### config.mk
export PLATFORM = sky130hd
export DESIGN_NAME = power_adc_scheduler
export DESIGN_NICKNAME = d
export VERILOG_FILES = /design/src/rtl/power_adc_scheduler.sv
export SDC_FILE = /design/constraint.sdc
export NUM_CORES = 1
export LEC_CHECK = 0
export BUFFER_PORTS_ARGS = -buffer_cell sky130_fd_sc_hd__buf_2
export CAP_MARGIN = 20
export CORE_ASPECT_RATIO = 1.1
export CORE_MARGIN = 2
export CORE_UTILIZATION = 35
export DETAILED_ROUTE_END_ITERATION = 6
export PLACE_DENSITY = 0.52
export SYNTH_ARGS = -nofsm -noshare
export SYNTH_HDL_FRONTEND = slang
export SYNTH_SLANG_ARGS = --single-unit
### constraint.sdc
create_clock -name clk -period 3.7 [get_ports clk]
set_input_delay 0.74 -clock clk [delete_from_list [all_inputs] [get_ports clk]]
set_output_delay 0.74 -clock clk [all_outputs]
set_load 0.01 [all_outputs]
### src/rtl/power_adc_scheduler.sv
// Shares one ADC between peak-power (laser-triggered) and CW conversions.
// Optional macro SAFETY_CW_AVG_EN: CW result is a 4-sample running average.
//
// Ports:
//   clk, rstn           clock, async active-low reset
//   laser_pulse         laser drive pulse; rising edge schedules a peak read
//   clear_power_fail    level; leaves FAULT back to IDLE
//   peak_delay          cycles from pulse edge to peak conversion request
//   cw_period           cycles between CW conversions, 0 = CW off
//   adc_req, adc_chan   conversion request / channel (0 peak, 1 CW)
//   adc_ack, adc_data   completion strobe and its result
//   peak_power_value    last peak result, peak_valid strobes on update
//   cw_power_value      last CW result (or average), cw_valid strobes
//   adc_timeout_fail    sticky fault, ADC never answered
`timescale 1ns/1ps

module power_adc_scheduler (
    input  logic        clk,
    input  logic        rstn,
    input  logic        laser_pulse,
    input  logic        clear_power_fail,
    input  logic [15:0] peak_delay,
    input  logic [15:0] cw_period,
    output logic        adc_req,
    output logic        adc_chan,
    input  logic        adc_ack,
    input  logic [15:0] adc_data,
    output logic [15:0] peak_power_value,
    output logic [15:0] cw_power_value,
    output logic        peak_valid,
    output logic        cw_valid,
    output logic        adc_timeout_fail
);

    typedef enum logic [2:0] {
        IDLE,
        PEAK_WAIT,
        PEAK_CONV,
        CW_CONV,
        FAULT
    } state_t;

    state_t      state, state_nx;
    logic        laser_q;
    logic        pulse_edge;
    logic        cw_expire;
    logic [15:0] dly_cnt, dly_cnt_nx;
    logic [16:0] dly_cnt_p1;
    logic [15:0] cw_cnt, cw_cnt_nx;
    logic [7:0]  wd_cnt, wd_cnt_nx;
    logic        pend_peak, pend_peak_nx;
    logic        pend_cw, pend_cw_nx;
    logic        peak_done;
    logic        cw_done;

    assign pulse_edge = laser_pulse & ~laser_q;

    // >= rather than == so a shrunk cw_period still fires promptly
    assign cw_expire = (state == IDLE) && (cw_period != 16'd0) &&
                       (cw_cnt >= cw_period - 16'd1);

    // widened so peak_delay lowered to 0 mid-wait exits at once
    assign dly_cnt_p1 = 17'(dly_cnt) + 17'd1;

    always_comb begin
        state_nx     = state;
        dly_cnt_nx   = dly_cnt;
        cw_cnt_nx    = cw_cnt;
        wd_cnt_nx    = 8'd0;
        pend_peak_nx = pend_peak;
        pend_cw_nx   = pend_cw;
        peak_done    = 1'b0;
        cw_done      = 1'b0;
        unique case (state)
            IDLE: begin
                if (cw_period != 16'd0) begin
                    cw_cnt_nx = cw_expire ? 16'd0 : cw_cnt + 16'd1;
                end
                if (pulse_edge || pend_peak) begin
                    // peak wins; a coincident CW expiry waits its turn
                    pend_peak_nx = 1'b0;
                    pend_cw_nx   = pend_cw | cw_expire;
                    dly_cnt_nx   = 16'd0;
                    state_nx     = (peak_delay == 16'd0) ? PEAK_CONV
                                                         : PEAK_WAIT;
                end else if (pend_cw || cw_expire) begin
                    pend_cw_nx = 1'b0;
                    state_nx   = CW_CONV;
                end
            end
            PEAK_WAIT: begin
                if (dly_cnt_p1 >= 17'(peak_delay)) begin
                    state_nx = PEAK_CONV;
                end else begin
                    dly_cnt_nx = dly_cnt + 16'd1;
                end
            end
            PEAK_CONV: begin
                if (adc_ack) begin
                    peak_done = 1'b1;
                    state_nx  = IDLE;
                end else if (wd_cnt == 8'd254) begin
                    pend_peak_nx = 1'b0;
                    pend_cw_nx   = 1'b0;
                    state_nx     = FAULT;
                end else begin
                    wd_cnt_nx = wd_cnt + 8'd1;
                end
            end
            CW_CONV: begin
                if (pulse_edge) begin
                    pend_peak_nx = 1'b1;
                end
                if (adc_ack) begin
                    cw_done  = 1'b1;
                    state_nx = IDLE;
                end else if (wd_cnt == 8'd254) begin
                    pend_peak_nx = 1'b0;
                    pend_cw_nx   = 1'b0;
                    state_nx     = FAULT;
                end else begin
                    wd_cnt_nx = wd_cnt + 8'd1;
                end
            end
            FAULT: begin
                if (clear_power_fail) begin
                    cw_cnt_nx = 16'd0;
                    state_nx  = IDLE;
                end
            end
            default: begin
                state_nx = IDLE;
            end
        endcase
    end

    always_ff @(posedge clk or negedge rstn) begin
        if (!rstn) begin
            state     <= IDLE;
            laser_q   <= 1'b0;
            dly_cnt   <= 16'd0;
            cw_cnt    <= 16'd0;
            wd_cnt    <= 8'd0;
            pend_peak <= 1'b0;
            pend_cw   <= 1'b0;
        end else begin
            state     <= state_nx;
            laser_q   <= laser_pulse;
            dly_cnt   <= dly_cnt_nx;
            cw_cnt    <= cw_cnt_nx;
            wd_cnt    <= wd_cnt_nx;
            pend_peak <= pend_peak_nx;
            pend_cw   <= pend_cw_nx;
        end
    end

    assign adc_req          = (state == PEAK_CONV) || (state == CW_CONV);
    assign adc_chan         = (state == CW_CONV);
    assign adc_timeout_fail = (state == FAULT);

    always_ff @(posedge clk or negedge rstn) begin
        if (!rstn) begin
            peak_power_value <= 16'd0;
            peak_valid       <= 1'b0;
            cw_valid         <= 1'b0;
        end else begin
            peak_valid <= peak_done;
            cw_valid   <= cw_done;
            if (peak_done) begin
                peak_power_value <= adc_data;
            end
        end
    end

`ifdef SAFETY_CW_AVG_EN
    logic [15:0] cw_buf [4];
    logic [17:0] cw_sum;

    always_ff @(posedge clk or negedge rstn) begin
        if (!rstn) begin
            cw_buf[0] <= 16'd0;
            cw_buf[1] <= 16'd0;
            cw_buf[2] <= 16'd0;
            cw_buf[3] <= 16'd0;
        end else if (cw_done) begin
            cw_buf[0] <= adc_data;
            cw_buf[1] <= cw_buf[0];
            cw_buf[2] <= cw_buf[1];
            cw_buf[3] <= cw_buf[2];
        end
    end

    // averaging over the registered buffer keeps the value aligned
    // with cw_valid, one cycle after the ack
    assign cw_sum = 18'(cw_buf[0]) + 18'(cw_buf[1]) +
                    18'(cw_buf[2]) + 18'(cw_buf[3]);
    assign cw_power_value = 16'(cw_sum >> 2);
`else
    logic [15:0] cw_raw;

    always_ff @(posedge clk or negedge rstn) begin
        if (!rstn) begin
            cw_raw <= 16'd0;
        end else if (cw_done) begin
            cw_raw <= adc_data;
        end
    end

    assign cw_power_value = cw_raw;
`endif

endmodule

# == Yosys cells after proc, flatten, opt, wreduce, memory -nomap -nowiden ==
# Index checks and enable logic that the tools add are counted.
# W data, S select, Z words.
# word_totals
regBits,80
inputBits,53
wordCells,86
# classes
addsub,5
magnitude_cmp,2
n_eq_ne,16
muxes,31
n_bitwise,3
n_reduce_logical,18
# op_table
op,n
$mux W16,5
$pmux W16 S2,2
$add A16 B1 Y16 const B,2
$mux W8,3
$mux W3,6
$add A16 B1 Y17 const B,1
$ge A17 B16 Y1,1
$ge A16 B16 Y1,1
$logic_not A16 Y1,1
$reduce_bool A16 Y1,1
$sub A16 B1 Y16 const B,1
$ne A2 B2 Y1 const B,6
$pmux W3 S4,1
$reduce_and A4 Y1,3
$mux W1,11
$add A8 B1 Y8 const B,1
$eq A8 B8 Y1 const B,1
$eq A3 B2 Y1 const B,2
$ne A2 B1 Y1 const B,3
$ne A3 B1 Y1 const B,2
$reduce_and A3 Y1,2
$reduce_bool A2 Y1,3
$eq A3 B1 Y1 const B,1
$eq A3 B3 Y1 const B,1
other kinds (11),14

# == Longest topological paths before layout ==
# Gate-level depths: netlist of the first run.
# depth
ltp_word,7
depth_mapped,15

# == Worst setup path before layout of the first run ==
# Ideal clock, no wire load.
# synth_timing
kind,input port to flip-flop
from,input port cw_period[0]
to,register cw_cnt[3]
setup_time_ns,0.065
t_arrival_ns,3.789
required_time_ns,3.635
slack_ns,-0.153
cell_stages,14
path_buffers,1
cell_sequence,inv_1 ha_1 or4b_4 or2_4 or4_1 xor2_1 ha_1 nand4_1 a21oi_1 a311oi_1 nand2_1 clkbuf_1 nor4b_1 a31o_2
# synth_via
elab_chain_len,6
# synth_lines
item,line,source
from (decl),23,"input logic [15:0] cw_period,"
$sub A16 B1 Y16 / $reduce_bool A16 Y1 (equally long branches),"60, 59, 76",
$ge A16 B16 Y1 / $logic_and A1 B1 Y1 (equally long branches),"60, 59",
$logic_and A1 B1 Y1,59,assign cw_expire = (state == IDLE) && (cw_period != 16'd0) &&
$mux W16,77,cw_cnt_nx = cw_expire ? 16'd0 : cw_cnt + 16'd1;
$mux W16,76,if (cw_period != 16'd0) begin
$pmux W16 S2,74,unique case (state)
to (signal assigned),150,cw_cnt <= cw_cnt_nx;
to (decl),49,"logic [15:0] cw_cnt, cw_cnt_nx;"
# Parallel ways exist; a longest one is shown, timed or not. The select of a mux whose other input is x is not followed.
# A chain may end at the register's enable or synchronous reset.

# == Worst setup path in the final report of the first run ==
# layout_timing
from,input port cw_period[0]
to,register cw_cnt[12]
# Same word-level chain as after synthesis.

==> summary.txt, run 1 <==
Clock network
  – Clk_lat worst skew: 330 ps
  – Clk sinks: 80
  – Post-CTS setup buffer count: 0
  – CTS tree: built
  – # resized after CTS: 0
  – Inserted Clock Buffers: 9
  – Max Root-Sink Buffers: 2
  – Hold Buf Count CTS: 0
  – Htree depth: 3
  – Clk slew on worst S/H paths: 60 ps
  – Root Buffer: clkbuf_16

Route
  – First-pass DRT Iterations: 4
  – Vias per cell: 5.06
  – Vias: 4060
  – Antenna Nets Post-Route: 0
  – Residual DRC: 0
  – Drt total wl: 11.2 mm
  – Initial DRC count: 125
  – Wire per inst: 13.9 um

Global routing
  – First-pass GRT wire length: 19.0 mm
  – All-Layer GR Usage: 15.9%
  – GRT overflow: 0
  – Largest net degree at the start of global routing: 81
  – Initial antenna violation count: 0
  – Vias in the first global route: 4034

Critical path
  – Flop2flop setup slack: 350 ps
  – Worst setup startpoint: cw_period[0]
  – Critical path depth: 15
  – FF-to-FF End: dly_cnt[7]
  – R2R depth: 13
  – Crit-path cells: buf_2 > inv_1 > ha_2 > or4b_4 > or2_4 > or4_1 > xor2_1 > ha_1 > nand4_1 > nor2_2 > a311oi_2 > nand2_1 > buf_4 > o21ai_0 > a32o_1
  – Reg2Reg Launch Point: dly_cnt[3]
  – WP buf/inv: 3
  – Crit start category: input pin
  – Top delay family on crit path: simple AND/OR/NAND/NOR gates
  – CP Max Fanout: 13
  – CP Class: in -> reg
  – Worst Path Required: 3920 ps
  – Worst setup path end: cw_cnt[12]
  – Slowest Stage Delay on Critical Path: 460 ps
  – Crit. End Element: flop
  – Slowest stage cell, crit path: or4b_4
  – CP Data Arrival Time: 3740 ps

STA
  – Slew @ Worst Pin: 868 ps
  – Final Hold Fails: 0
  – Unrepaired setup endpoints after global routing: false
  – Max Clock Skew: 8.09 ps
  – Achievable Freq: 0.284 GHz
  – Endpoints failing setup: 0
  – Final slew viol count: 0
  – Min Tclk post-route: 3520 ps
  – Final worst path period share: 95.1%
  – Relative slew slack: 42.0%

Flow run
  – Max-cap violations: 0

Floorplanning
  – # rows: 45
  – Starting Density: 35.4%
  – I/O pins: 90
  – Die area: 14800 sq um
  – Die width: 116 um
  – Core Region: 13700 sq um
  – DIE HEIGHT: 127 um

Placed design
  – PortBufs: 89
  – Placed instance count: 785
  – Placer Congestion: 0.807
  – Final HPWL DP: 8.67 mm

Synth
  – Mapped Area: 4850 sq um
  – Yosys warns: 0
  – Synth Flop Type: dfrtp_1
  – Synth Register Bits: 80
  – Post-synth EDFFs: 0
  – Synthesized instance count: 487
  – Avg Synthesized Cell Area: 9.95 sq um
  – Synth Net Count: 577
  – Seq/Total Area, Yosys: 41.3%
  – Share of async-settable or async-resettable flops after synthesis: 100%
  – Netlist cell types: 54

Finish
  – Area added between synthesis and finish: 25.2%
  – Post-route insts no fill: 802
  – Fill cells: 1333
  – Final Util: 44.4%
  – Fin nets: 699
  – Diode count: 0
  – Ratio of cells with drive above 1 in the final layout: 31.9%

Status
  – Status: finished clean

Power
  – Pwr/cell area: 566 nW/um^2
  – Maximum VDD drop: 0.396 mV
  – P_leak: 2.97 nW
  – Tot Pwr: 3.43 mW

Min path
  – Hold crit path type: in -> async
==> how the worst min path moves through the flow <==
stage / cells after the start / slack (ps) / startpoint / to
after floorplan: 0 / 440 / rstn / cw_cnt[0]
after global placement: 1 / 480 / cw_power_value[11] / cw_power_value[11]
after detailed placement: 1 / 490 / cw_power_value[10] / cw_power_value[10]
after CTS: 1 / 500 / peak_power_value[8] / peak_power_value[8]
after global routing: 1 / 230 / rstn / cw_power_value[7]
final: 1 / 240 / rstn / cw_power_value[7]
==> cell usage in the layout (no fill, tap or decap), types with 13 or more instances in the layout <==
cell type  synthesis  layout
ha_1              37      36
o21ai_0           32      32
nand2_1           40      40
nand3_1           25      25
mux2_2            32      32
xnor2_1           20      20
a21oi_1           13      13
buf_2              1      88
buf_4              0      33
xor2_1            18      18
nor2_1            40      38
and3_1            13      13
inv_1             23      23
dfrtp_1           80      80
==> synthesized netlist by cell type (all sizes together), types with 6 or more instances <==
cell / count / area, sq um
nand3: 27 / 145
mux2: 32 / 360
nand2: 40 / 150
o41ai: 6 / 86.3
nor2b: 6 / 37.5
clkbuf: 10 / 37.5
and3: 13 / 81.3
nand4: 10 / 68.8
nor2: 40 / 150
nor3: 9 / 45.0
xnor2: 20 / 175
nor4: 8 / 50.1
ha: 37 / 463
dfrtp: 80 / 2000
xor2: 19 / 174
inv: 23 / 86.3
a21oi: 14 / 73.8
o21ai: 32 / 160
==> report_power, final <==
part / internal, mW / leakage, nW / switching (mW)
Sequential: 1.13 / 1.04 / 0.181
Clock: 0.462 / 0.138 / 0.372
Combinational: 0.592 / 1.79 / 0.698
==> cell type report <==
| cell class | instances | area (sq um) | share of cell area, % |
|---|---|---|---|
| multi-input combinational | 373 | 2750 | 45.3 |
| sequential | 80 | 2000 | 33.0 |
| timing repair buffer | 122 | 716 | 11.8 |
| tap | 188 | 235 | 3.88 |
| clock buffer | 9 | 225 | 3.71 |
| inverter | 23 | 86.3 | 1.42 |
| clock inverter | 7 | 55.1 | 0.907 |
==> sequential cells by signal (all words and copies together), names as in the netlist <==
signal / cells
cw_cnt: 16
cw_power_value: 16
pend_cw: 1
peak_valid: 1
cw_valid: 1
state: 3
dly_cnt: 16
wd_cnt: 8
pend_peak: 1
laser_q: 1
peak_power_value: 16
==> through the flow <==
stage	worst slack [ps]	cell area (sq um)	setup TNS, ps	hold WS [ps]
after floorplan	-3.86	4870	-11.6	444
after global placement	-109	5740	-1200	483
after detailed placement	-236	5740	-3240	487
after CTS	123	6020	0	505
after global routing	0.573	6070	0	235
final	180	6070	0	242
==> routing by layer <==
layer  up-vias  share of wire [%]  wire length [um]  track usage [%]
li1       2015                  -                 -                -
met1      1964                 46              5110             20.4
met2        73                 49              5450             26.6
met3         8                4.8               535             4.36
met4         0               0.75                84             3.64
met5         -                  0                 0                0
==> cells by family after synthesis <==
logic type / share of synthesized area [%]
and+or+nand+nor: 18.9
AOI/OAI and AO/OA: 13.0
DFF: 41.3
xor gates and xnor gates: 7.20
adders and majority gates: 9.55
buffers and inverters: 2.66
muxes: 7.43
Power figures use the tool's default switching activity.
==> inputs of run 2 (changes only) <==
--- a/config.mk
+++ b/config.mk
@@ -12,6 +12,7 @@
 export CORE_UTILIZATION = 35
 export DETAILED_ROUTE_END_ITERATION = 6
 export PLACE_DENSITY = 0.52
+export SETUP_SLACK_MARGIN = 0.3
 export SYNTH_ARGS = -nofsm -noshare
 export SYNTH_HDL_FRONTEND = slang
 export SYNTH_SLANG_ARGS = --single-unit
==> run 2 against run 1 <==
  * Non-clock buffer count up 5
  * Clock skew shrank 2.5 ps
  * Combinational power increased by 4%
  * Count of clock-buffer cells in the layout did not move
  * Sequential power about the same
  * Sequential share of layout area is 1.2 points lower
  * Worst setup slack improved by 14 ps
  * Critical path depth did not move
  * Register-to-register slack improved by 170 ps
  * Critical path type unchanged
==> summary.txt, run 2 (synthesis results as in run 1) <==
Placed design
  – PortBufs: 89
  – Placer Congestion: 0.823
  – Setup WS pre-CTS: -183 ps
  – Final HPWL DP: 8.66 mm

STA
  – Min Tclk post-route: 3510 ps
  – Final worst path period share: 94.8%
  – Max Clock Skew: 5.63 ps
  – Endpoints failing setup: 0
  – Unrepaired setup endpoints after global routing: true
  – Achievable Freq: 0.285 GHz
  – Final slew viol count: 0
  – Worst Slack Setup Final: 194 ps
  – Hold WS: 359 ps
  – Slew @ Worst Pin: 863 ps
  – Final Hold Fails: 0
  – Relative slew slack: 42.3%

Route
  – First-pass DRT Iterations: 4
  – Highest Signal Layer: met4
  – Wire per inst: 14.3 um
  – Residual DRC: 0
  – Antenna Nets Post-Route: 0
  – Initial DRC count: 143
  – Vias: 4092
  – Vias per cell: 5.07
  – Met1 WL: 5.19 mm
  – Metal2 WL: 5.66 mm
  – Met3 Routed Length: 535 um
  – Drt total wl: 11.5 mm

Finish
  – Most common cell after layout, fill and taps aside: buf_2
  – Fill cells: 1345
  – Ratio of cells with drive above 1 in the final layout: 36.8%
  – Area occupied by registers: 2000 sq um
  – Most frequent cells in the layout: buf_2, dfrtp_1, nand2_1
  – Area added between synthesis and finish: 30.1%
  – Final Util: 46.1%
  – Fin nets: 704
  – Area of the multi-input gates: 2890 sq um
  – Diode count: 0

Clock network
  – Clk slew on worst S/H paths: 70 ps
  – Htree depth: 3
  – Root Buffer: clkbuf_16
  – Clk sinks: 80
  – Clk_lat worst skew: 340 ps
  – Max Root-Sink Buffers: 2
  – CTS tree: built
  – Inserted Clock Buffers: 9

Global routing
  – Initial antenna violation count: 0
  – GRT overflow: 0
  – All-Layer GR Usage: 16.2%
  – Vias in the first global route: 4092
  – Largest net degree at the start of global routing: 81
  – First-pass GRT wire length: 19.4 mm

Min path
  – Hold crit path type: in -> async

Critical path
  – Flop2flop setup slack: 520 ps
  – R2R depth: 14
  – Worst Path Required: 3980 ps
  – Crit start category: input pin
  – CP Class: in -> reg
  – CP Max Fanout: 6
  – Reg2Reg Launch Point: dly_cnt[4]
  – CP Data Arrival Time: 3780 ps
  – FF-to-FF End: dly_cnt[14]
  – Crit. End Element: flop
  – Worst setup startpoint: cw_period[1]

Floorplanning
  – Starting Density: 35.4%
  – Die width: 116 um
  – # rows: 45
  – Die area: 14800 sq um
  – I/O pins: 90
  – DIE HEIGHT: 127 um
  – Core Region: 13700 sq um

Flow run
  – Max-cap violations: 0

Power
  – Pwr/cell area: 559 nW/um^2
  – P_leak: 3.02 nW
  – Maximum VDD drop: 0.370 mV

Status
  – Status: finished clean
## run 2: changes by cell type in the layout (fill, tap and decap cells not counted), sizes merged
cell | previous run | this run
buf | 122 | 127
clkinv | 3 | 1
clkinvlp | 1 | 0
inv | 26 | 29
## run 2: through the flow
step | power, mW | area [sq um] | cells | setup TNS, ps
6_report | 3.53 | 6310 | 807 | 0
5_1_grt | 3.79 | 6310 | 807 | 0
4_1_cts | 3.55 | 6110 | 798 | 0
3_5_place_dp | 2.65 | 5780 | 781 | -2220
3_3_place_gp | 2.61 | 5780 | 781 | -978
2_1_floorplan | 2.08 | 4940 | 487 | 0
## run 2: metal layers
metal	vias to the layer above	global-route usage [%]
met1	1975	20.6
met4	0	4.83
met3	11	3.65
met2	81	27.3
li1	2025	-
met5	-	0
## run 2: worst max-delay path, stage by stage
cell and delay, ps:
buf_12 110, inv_12 40, ha_4 120, or4b_4 450
or2_4 250, or4_4 430, xor2_2 170, ha_4 150
a21o_1 150, a21o_1 190, a22oi_2 270, nand2_2 130
buf_6 170, nor4b_4 270, a31o_2 140
## run 2: what timing repair did
item,CTS,global route
setup endpoints to repair,15,34
gates cloned,0,1
gates resized for setup,9,37
pin swaps,4,19
setup buffers,1,7
hold buffers,0,0
## run 2: final cells by class
type / count / area share, %
multi-input cells: 373 / 45.9
inverters: 23 / 1.69
clock inverters: 7 / 1.09
flip-flops and latches: 80 / 31.8
repair buffers: 127 / 12.3
well taps: 188 / 3.73
clock buffers: 9 / 3.57
## run 2: how the worst max path moves through the flow
stage                             to  slack, ps  cells past startpoint
after floorplan            cw_cnt[5]         70                     14
after global placement    cw_cnt[12]       -100                     15
after detailed placement   cw_cnt[4]       -180                     15
after CTS                  cw_cnt[5]        260                     15
after global routing       cw_cnt[5]        110                     15
final                      cw_cnt[5]        190                     15
## run 2: power breakdown
group | internal (mW) | switching [mW] | total [mW]
Combinational | 0.611 | 0.730 | 1.34
Sequential | 1.13 | 0.184 | 1.31
Clock | 0.477 | 0.399 | 0.876
==> inputs of run 3 (changes only) <==
--- a/config.mk
+++ b/config.mk
@@ -11,6 +11,8 @@
 export CORE_MARGIN = 2
 export CORE_UTILIZATION = 35
 export DETAILED_ROUTE_END_ITERATION = 6
+export GPL_TIMING_DRIVEN = 0
+export MAX_ROUTING_LAYER = met4
 export PLACE_DENSITY = 0.52
 export SETUP_SLACK_MARGIN = 0.3
 export SYNTH_ARGS = -nofsm -noshare
==> run 3 against run 2 <==
  * Sequential power is essentially flat
  * Non-clock buffer count shrank 5
  * Flip-flop and latch count is the same
  * Global-route usage grew 0.34 points
  * Count of clock-buffer cells in the layout is the same
  * Die area is the same
  * First-iteration DRC count grew 15%
  * Clock skew grew 6.1 ps
  * Register-to-register slack lost 50 ps
  * Fmax grew 1.1%
  * Hold slack lost 43 ps
  * Worst setup slack gained 40 ps
==> summary.txt, run 3 (synthesis results as in run 1) <==
STA
  – Hold WS: 316 ps
  – Min Tclk post-route: 3470 ps
  – Endpoints failing setup: 0
  – Unrepaired setup endpoints after global routing: true
  – Achievable Freq: 0.288 GHz
  – Slew @ Worst Pin: 942 ps
  – Max Clock Skew: 11.7 ps
  – Final worst path period share: 93.7%
  – Final Hold Fails: 0
  – Relative slew slack: 37.0%
  – Final slew viol count: 0

Placed design
  – Placed instance count: 765
  – PortBufs: 89
  – Final HPWL DP: 8.53 mm
  – DP Area: 5650 sq um
  – Placer Congestion: 0.780

Status
  – Status: finished clean

Finish
  – Ratio of cells with drive above 1 in the final layout: 36.6%
  – Diode count: 0
  – Fill cells: 1330
  – Most common cell after layout, fill and taps aside: buf_2
  – Fin nets: 700
  – Post-route insts no fill: 803
  – Most frequent cells in the layout: buf_2, dfrtp_1, nand2_1, ha_1, mux2_2
  – Fin area: 6340 sq um
  – Area added between synthesis and finish: 30.7%
  – Area occupied by registers: 2010 sq um
  – Area of the multi-input gates: 2960 sq um

Route
  – Wire per inst: 14.4 um
  – Vias: 4083
  – Drt total wl: 11.5 mm
  – Initial DRC count: 164
  – Vias per cell: 5.08
  – Residual DRC: 0
  – Antenna Nets Post-Route: 0
  – First-pass DRT Iterations: 4

Global routing
  – Initial antenna violation count: 0
  – First-pass GRT wire length: 19.1 mm
  – Largest net degree at the start of global routing: 57
  – GRT overflow: 0
  – All-Layer GR Usage: 16.5%
  – Vias in the first global route: 4115

Floorplanning
  – DIE HEIGHT: 127 um
  – I/O pins: 90
  – Die area: 14800 sq um
  – Starting Density: 35.4%
  – Die width: 116 um
  – # rows: 45
  – Core Region: 13700 sq um

Critical path
  – Worst Path Required: 3930 ps
  – CP Class: in -> reg
  – CP Max Fanout: 5
  – R2R depth: 15
  – Reg2Reg Launch Point: dly_cnt[3]
  – FF-to-FF End: dly_cnt[7]
  – Crit. End Element: flop
  – CP Data Arrival Time: 3690 ps
  – Crit start category: input pin
  – Flop2flop setup slack: 470 ps

Power
  – P_leak: 3.00 nW
  – Pwr/cell area: 564 nW/um^2
  – Maximum VDD drop: 0.335 mV

Clock network
  – Root Buffer: clkbuf_16
  – Htree depth: 3
  – CTS tree: built
  – Max Root-Sink Buffers: 2
  – Clk_lat worst skew: 340 ps
  – Inserted Clock Buffers: 9
  – Clk sinks: 80
  – Clk slew on worst S/H paths: 70 ps

Min path
  – Hold crit path type: in -> async

Flow run
  – Max-cap violations: 0
==> run 3: how the worst max path moves through the flow <==
| stage | from | end | slack, ps |
|---|---|---|---|
| floorplan | cw_period[1] | cw_cnt[5] | 70 |
| global placement | cw_period[1] | cw_cnt[5] | -300 |
| detailed placement | cw_period[1] | cw_cnt[5] | -330 |
| CTS | cw_period[1] | state[1] | 190 |
| global route | cw_period[1] | cw_cnt[7] | 120 |
| finish | cw_period[1] | cw_cnt[13] | 230 |
==> run 3: power by group <==
| part | internal [mW] | switching (mW) | total [mW] |
|---|---|---|---|
| sequential | 1.13 | 0.174 | 1.30 |
| combinational | 0.607 | 0.759 | 1.37 |
| clock | 0.530 | 0.374 | 0.904 |
| total | 2.27 | 1.31 | 3.58 |
==> run 3: metrics by stage <==
| stage | setup TNS, ps | utilization [%] | power, mW | worst slack [ps] |
|---|---|---|---|---|
| 2_1_floorplan | 0 | - | 2.08 | 68.5 |
| 3_3_place_gp | -5610 | 41.1 | 2.54 | -305 |
| 3_5_place_dp | -6100 | 41.3 | 2.57 | -333 |
| 4_1_cts | 0 | 44.7 | 3.53 | 192 |
| 5_1_grt | 0 | 46.3 | 3.82 | 120 |
| 6_report | 0 | 46.3 | 3.58 | 233 |
==> run 3: repair_timing <==
action	in CTS	in global routing
setup buffers	9	10
pin swaps	12	15
endpoints found under the setup margin	34	36
gates cloned	1	2
gates resized for setup	26	47
hold buffers	0	0
==> run 3: cell type report <==
class	instances	share of cell area, %
Multi-Input combinational cell	374	46.7
Sequential cell	80	31.7
Timing Repair Buffer	111	10.4
Tap cell	188	3.71
Clock buffer	9	3.55
Inverter	23	1.68
Clock inverter	7	1.22
Buffer	11	1.09
==> run 3: routing by layer <==
layer  global-route usage (%)  part of all wire [%]  vias up
li1                         -                     -     2015
met1                     21.5                    46     1960
met2                     26.1                    48       90
met3                     3.18                   4.1       18
met4                     5.11                   1.9        0
met5                        -                     0        -
==> run 3: worst max-delay path: stages <==
cell	delay (ps)
buf_12	110
inv_12	40
ha_4	130
or4b_4	470
or2_4	250
or4_4	420
xor2_1	180
ha_1	270
nand4_1	110
nor2_2	170
a311oi_2	140
buf_4	180
a21oi_4	210
nand2b_4	220
nor2_2	60
